===== config.mk =====
export PLATFORM = sky130hd
export DESIGN_NAME = life_ctrl_sequencer
export DESIGN_NICKNAME = d
export VERILOG_FILES = /design/src/rtl/life_ctrl_sequencer.sv
export SDC_FILE = /design/constraint.sdc
export NUM_CORES = 1
export LEC_CHECK = 0
export BUFFER_PORTS_ARGS = -buffer_cell sky130_fd_sc_hd__buf_4
export CAP_MARGIN = 20
export CORE_UTILIZATION = 39
export DETAILED_ROUTE_END_ITERATION = 8
export GPL_TIMING_DRIVEN = 0
export SETUP_SLACK_MARGIN = 0.15
export SYNTH_ARGS = -nofsm -noshare
export SYNTH_HDL_FRONTEND = slang
export SYNTH_SLANG_ARGS = --single-unit
export TNS_END_PERCENT = 10

===== constraint.sdc =====
create_clock -name clk -period 6 [get_ports clk]
set_input_delay 0.3 -clock clk [delete_from_list [all_inputs] [get_ports clk]]
set_output_delay 0.3 -clock clk [all_outputs]
set_load 0.02 [all_outputs]

===== src/rtl/life_ctrl_sequencer.sv =====
// Command sequencer for the 16x16 Life array. It loads 16 rows from a host stream,
// issues paced generation steps, and dumps the 16 rows out on a valid/ready stream.
module life_ctrl_sequencer #(
    parameter int STEP_GAP = 4,
    parameter int ROWS     = 16
) (
    input  logic        clk,
    input  logic        reset,
    input  logic        cmd_valid,
    output logic        cmd_ready,
    input  logic [1:0]  cmd_op,
    input  logic [15:0] cmd_count,
    input  logic        abort,
    input  logic        in_valid,
    output logic        in_ready,
    input  logic [15:0] in_data,
    output logic        out_valid,
    input  logic        out_ready,
    output logic [15:0] out_data,
    output logic        out_last,
    output logic [15:0] arr_vali,
    output logic [3:0]  arr_vali_selector,
    output logic        arr_write_enb,
    output logic [3:0]  arr_valo_selector,
    input  logic [15:0] arr_valo,
    output logic        arr_step,
    output logic        busy,
    output logic        done,
    output logic [15:0] gen_count
);

    typedef enum logic [1:0] {
        OP_LOAD = 2'b00,
        OP_RUN  = 2'b01,
        OP_DUMP = 2'b10,
        OP_RSVD = 2'b11
    } op_t;

    typedef enum logic [2:0] {
        S_IDLE,
        S_LOAD,
        S_RUN_STEP,
        S_RUN_GAP,
        S_DUMP_SEL,
        S_DUMP_OUT
    } state_t;

    localparam logic [3:0] LAST_ROW = 4'(ROWS - 1);
    localparam logic [7:0] GAP_N    = 8'(STEP_GAP);
    localparam logic [7:0] GAP_LAST = 8'(STEP_GAP - 1);

    state_t      state;
    logic [3:0]  row;
    logic [15:0] remaining;
    logic [7:0]  gap_cnt;
    logic        load_fin;

    always_ff @(posedge clk or negedge reset) begin
        if (!reset) begin
            state             <= S_IDLE;
            row               <= '0;
            remaining         <= '0;
            gap_cnt           <= '0;
            load_fin          <= 1'b0;
            cmd_ready         <= 1'b0;
            in_ready          <= 1'b0;
            out_valid         <= 1'b0;
            out_data          <= '0;
            out_last          <= 1'b0;
            arr_vali          <= '0;
            arr_vali_selector <= '0;
            arr_write_enb     <= 1'b0;
            arr_valo_selector <= '0;
            arr_step          <= 1'b0;
            busy              <= 1'b0;
            done              <= 1'b0;
            gen_count         <= '0;
        end else begin
            done          <= 1'b0;
            arr_step      <= 1'b0;
            arr_write_enb <= 1'b0;
            if (abort && state != S_IDLE) begin
                // Any strobe registered last edge has already had its cycle; just drop everything.
                state     <= S_IDLE;
                cmd_ready <= 1'b1;
                busy      <= 1'b0;
                row       <= '0;
                remaining <= '0;
                gap_cnt   <= '0;
                load_fin  <= 1'b0;
                in_ready  <= 1'b0;
                out_valid <= 1'b0;
                out_last  <= 1'b0;
            end else begin
                case (state)
                    S_IDLE: begin
                        cmd_ready <= 1'b1;
                        if (cmd_valid && cmd_ready) begin
                            row <= '0;
                            case (op_t'(cmd_op))
                                OP_LOAD: begin
                                    state     <= S_LOAD;
                                    in_ready  <= 1'b1;
                                    load_fin  <= 1'b0;
                                    cmd_ready <= 1'b0;
                                    busy      <= 1'b1;
                                end
                                OP_RUN: begin
                                    if (cmd_count != 16'd0) begin
                                        state     <= S_RUN_STEP;
                                        arr_step  <= 1'b1;
                                        gen_count <= gen_count + 16'd1;
                                        remaining <= cmd_count - 16'd1;
                                        cmd_ready <= 1'b0;
                                        busy      <= 1'b1;
                                    end else begin
                                        done <= 1'b1;
                                    end
                                end
                                OP_DUMP: begin
                                    state             <= S_DUMP_SEL;
                                    arr_valo_selector <= '0;
                                    cmd_ready         <= 1'b0;
                                    busy              <= 1'b1;
                                end
                                default: done <= 1'b1;
                            endcase
                        end
                    end

                    S_LOAD: begin
                        if (load_fin) begin
                            state     <= S_IDLE;
                            load_fin  <= 1'b0;
                            done      <= 1'b1;
                            cmd_ready <= 1'b1;
                            busy      <= 1'b0;
                        end else if (in_valid && in_ready) begin
                            arr_write_enb     <= 1'b1;
                            arr_vali          <= in_data;
                            arr_vali_selector <= row;
                            row               <= row + 4'd1;
                            if (row == LAST_ROW) begin
                                load_fin <= 1'b1;
                                in_ready <= 1'b0;
                            end
                        end
                    end

                    S_RUN_STEP: begin
                        // With a one-cycle gap the final done lands right after the step.
                        if (remaining == 16'd0 && STEP_GAP == 1) begin
                            state     <= S_IDLE;
                            done      <= 1'b1;
                            cmd_ready <= 1'b1;
                            busy      <= 1'b0;
                        end else begin
                            state   <= S_RUN_GAP;
                            gap_cnt <= 8'd1;
                        end
                    end

                    S_RUN_GAP: begin
                        if (remaining == 16'd0) begin
                            if (gap_cnt == GAP_LAST) begin
                                state     <= S_IDLE;
                                done      <= 1'b1;
                                cmd_ready <= 1'b1;
                                busy      <= 1'b0;
                            end else begin
                                gap_cnt <= gap_cnt + 8'd1;
                            end
                        end else if (gap_cnt == GAP_N) begin
                            state     <= S_RUN_STEP;
                            arr_step  <= 1'b1;
                            gen_count <= gen_count + 16'd1;
                            remaining <= remaining - 16'd1;
                        end else begin
                            gap_cnt <= gap_cnt + 8'd1;
                        end
                    end

                    S_DUMP_SEL: begin
                        // Selector was registered on entry, so the array readback is settled now.
                        out_data  <= arr_valo;
                        out_valid <= 1'b1;
                        out_last  <= (row == LAST_ROW);
                        state     <= S_DUMP_OUT;
                    end

                    S_DUMP_OUT: begin
                        if (out_ready) begin
                            out_valid <= 1'b0;
                            out_last  <= 1'b0;
                            if (row == LAST_ROW) begin
                                state     <= S_IDLE;
                                row       <= '0;
                                done      <= 1'b1;
                                cmd_ready <= 1'b1;
                                busy      <= 1'b0;
                            end else begin
                                row               <= row + 4'd1;
                                arr_valo_selector <= row + 4'd1;
                                state             <= S_DUMP_SEL;
                            end
                        end
                    end

                    default: begin
                        state     <= S_IDLE;
                        cmd_ready <= 1'b1;
                        busy      <= 1'b0;
                    end
                endcase
            end
        end
    end

endmodule


==> flow_metrics.env <==
export IMPL_status="complete, no violations"
export IMPL_path_buf_inv=3
export IMPL_report_final_slew_viol_count=0
export IMPL_maxCapViolations=0
export IMPL_multiInputGateArea_um2=2610
export IMPL_synth_cells=497
export IMPL_grt_max_degree=52
export IMPL_nets=694
export IMPL_busiest_layer="met2"
export IMPL_synth_async_reset_ratio_pct=100
export IMPL_yosys_area_share_simple_pct=18.6
export IMPL_num_io_pins=120
export IMPL_hold_viol_final=0
export IMPL_num_antenna_cells=0
export IMPL_slew_headroom_pct=41.6
export IMPL_skew_ns=0.00590
export IMPL_grt_pass1_vias=4308
export IMPL_avgSynthCellArea_um2=10.3
export IMPL_cts_sinks=96
export IMPL_grtUsageMet1_pct=27.2
export IMPL_drtAntennaViolNets=0
export IMPL_synth_top_family_by_area="simple AND/OR/NAND/NOR gates"
export IMPL_grtUsageMet3_pct=5.51
export IMPL_critPathKind="reg2reg"
export IMPL_wirelength_um=12800
export IMPL_path_clk_slew_ns=0.07
export IMPL_clkPwrFrac_pct=19.9
export IMPL_fp_dieW_um=117
export IMPL_worstPathArrival_ns=4.26
export IMPL_htree_levels=3
export IMPL_synth_mux_area_share_pct=9.13
export IMPL_cp_top_family="simple AND/OR/NAND/NOR gates"
export IMPL_finalSetupViolCount=0
export IMPL_grt_pass1_wl_um=21400
export IMPL_critical_path_endpoint_type="register"
export IMPL_numCtsBuffers=9
export IMPL_power_frac_comb_pct=46.4
export IMPL_vias_per_cell=5.49
export IMPL_drc=0
export IMPL_rows=41
export IMPL_synth_area_leaders="dfrtp_1, mux2_2, o21ai_0, nand2_1, xnor2_1"
export IMPL_synth_distinct_cells=71
export IMPL_cp_cell_sequence="buf_2 -> and3b_1 -> clkbuf_1 -> buf_1 -> mux2i_1 -> ha_1 -> nor3b_1 -> nand2_1 -> or3_1 -> xor2_1 -> o21ai_0 -> a22o_1"
export IMPL_synthXorXnorAreaFrac_pct=4.77
export IMPL_core_area_um2=12700
export IMPL_setup_slack_ns=1.97
export IMPL_seqCellArea_um2=2400
export IMPL_seqPwrFrac_pct=33.6
export IMPL_synthFlopType="dfrtp_1"
export IMPL_slowest_delay_ns=0.73
export IMPL_clk_insertion_delay_late_ns=0.34
export IMPL_grt_ovfl_total=0
export IMPL_min_path_type="in2reg"
export IMPL_antenna_found_initial=0
export IMPL_dp_hpwl_um=9540
export IMPL_hold_buffers=1
export IMPL_die_area_um2=13600
export IMPL_power_density_nw_per_um2=449
export IMPL_synth_compound_area_share_pct=15.7
export IMPL_synth_most_common_cell="dfrtp_1"
export IMPL_required_ns=6.23
export IMPL_p_leak_nw=3.04
export IMPL_cts_tree="yes"
export IMPL_setup_tns_ns=0
export IMPL_vias=4418
export IMPL_clockBufferDepth=2
export IMPL_synth_fa_ha_area_share_pct=2.43
export IMPL_grt_use_met2_pct=31.7
export IMPL_tightest_slew_ns=0.874
export IMPL_setup_worst_path_start_class="register"
export IMPL_peakVddDrop_v=0.000280
export IMPL_nFillCells=1209
export IMPL_synth_top_area_cell="dfrtp_1"
export IMPL_ys_warn_count=0
export IMPL_synth_seq_cells=96
export IMPL_cts_setup_buffers=0
export IMPL_switching_share_pct=40.0
export IMPL_place_congestion=0.913
export IMPL_drtPass1Iterations=5
export IMPL_grtUsageTotal_pct=20.1
export IMPL_wl_per_cell_um=15.9
export IMPL_post_route_period_util_pct=67.1
export IMPL_syn2layout_area_growth_pct=28.1
export IMPL_p_sw_mw=1.18
export IMPL_yosysSeqAreaShare_pct=46.7
export IMPL_drive_gt1_share_pct=31.6
export IMPL_cts_root_buffer="clkbuf_16"
export IMPL_rsz0062_at_grt="false"
export IMPL_pre_cts_ws_ns=2.06
export IMPL_fin_crit_ns=4.03
export IMPL_synth_edf_count=0
export IMPL_drt_iter0_drc=327
export IMPL_dieHeight_um=117
export IMPL_synth_top_area_share_pct=46.7
export IMPL_yosys_top_cells_count="dfrtp_1, nand2_1, mux2_2, o21ai_0, nor2_1"
export IMPL_netlist_area_um2=5140
export IMPL_crit_fanout=10
export IMPL_max_freq_ghz=0.248
export IMPL_critical_path_slowest_cell="nor3b_1"
export IMPL_cts_resized=0
export IMPL_synth_fp_nets=563
export IMPL_start_util_pct=40.4
export IMPL_numPortBuffers=118
export IMPL_intPower_mw=1.77
[power groups by stage]
stage,sequential (mW),clock (mW),combinational (mW)
2_1_floorplan,1.15,0,0.731
3_3_place_gp,0.992,0,1.35
3_5_place_dp,1.00,0,1.37
4_1_cts,0.995,0.608,1.37
5_1_grt,1.02,0.636,1.50
6_report,0.995,0.589,1.37
[cell usage in the layout, fill, tap and decap left out, types with 5 or more instances in the layout]
cell / count
nor4_1: 5
a21oi_1: 13
nand2b_1: 5
o22ai_1: 7
nor2_1: 25
o21ai_0: 33
clkbuf_16: 9
clkbuf_1: 9
a22o_1: 7
or3_1: 5
nand4_1: 12
inv_1: 11
xor2_1: 11
mux2_2: 39
o31ai_1: 7
nand3_1: 19
ha_1: 10
and3_1: 5
buf_4: 118
nor3b_1: 6
nor2b_1: 6
nand2_1: 43
xnor2_1: 17
dfrtp_1: 96
buf_2: 8
nor3_1: 15
[worst paths after layout]
check	startpoint	end	slack, ns	cells past startpoint
worst min register to register	gen_count[15]	gen_count[15]	0.47	1
worst max register to register	state[2]	remaining[10]	1.97	12
worst min-delay path	in_data[2]	arr_vali[2]	0.19	2
min in group asynchronous	reset	gen_count[6]	0.51	2
max in group asynchronous	reset	out_data[9]	4.82	3
worst max-delay path	state[2]	remaining[10]	1.97	12
[cell families (layout without fill, tap and decap cells)]
group,after synthesis,count (layout)
AO/OA/AOI/OAI,115,115
XOR/XNOR,28,28
adder cells (fa/ha/maj),10,10
buffers and inverters,32,168
flip-flops,96,96
multiplexers,42,42
AND/OR/NAND/NOR,174,174
[state kept, by name (all words and copies together), names as in the netlist]
name	cells
arr_vali	16
gen_count	16
out_data	16
remaining	16
gap_cnt	8
arr_vali_selector	4
arr_valo_selector	4
row	4
state	3
arr_step	1
arr_write_enb	1
busy	1
cmd_ready	1
done	1
in_ready	1
load_fin	1
out_last	1
out_valid	1
[per-layer routing]
| layer | vias up | share of wire [%] | wire (um) |
|---|---|---|---|
| li1 | 2102 | - | - |
| met1 | 2169 | 46 | 5820 |
| met2 | 138 | 48 | 6100 |
| met3 | 9 | 5.9 | 751 |
| met4 | 0 | 0.79 | 101 |
| met5 | - | 0 | 0 |
[through the flow]
step / util (%) / total power, mW / instance area (um2) / cells / hold WS, ns
after floorplan: - / 1.88 / 5140 / 497 / 0.00441
after global placement: 49.1 / 2.35 / 6240 / 787 / 0.464
after detailed placement: 49.3 / 2.37 / 6270 / 788 / 0.361
after CTS: 51.8 / 2.98 / 6590 / 805 / 0.171
after global routing: 51.8 / 3.16 / 6590 / 805 / 0.169
final: 51.8 / 2.96 / 6590 / 805 / 0.186
[area by class of cell]
type | instances | share of cell area [%]
inverter | 12 | 0.684
multi-input combinational | 369 | 39.6
timing repair buffer | 120 | 14.0
tap | 172 | 3.27
clock buffer | 12 | 3.89
buffer | 20 | 1.31
sequential | 96 | 36.5
clock inverter | 4 | 0.779
Power figures use the tool's default switching activity.
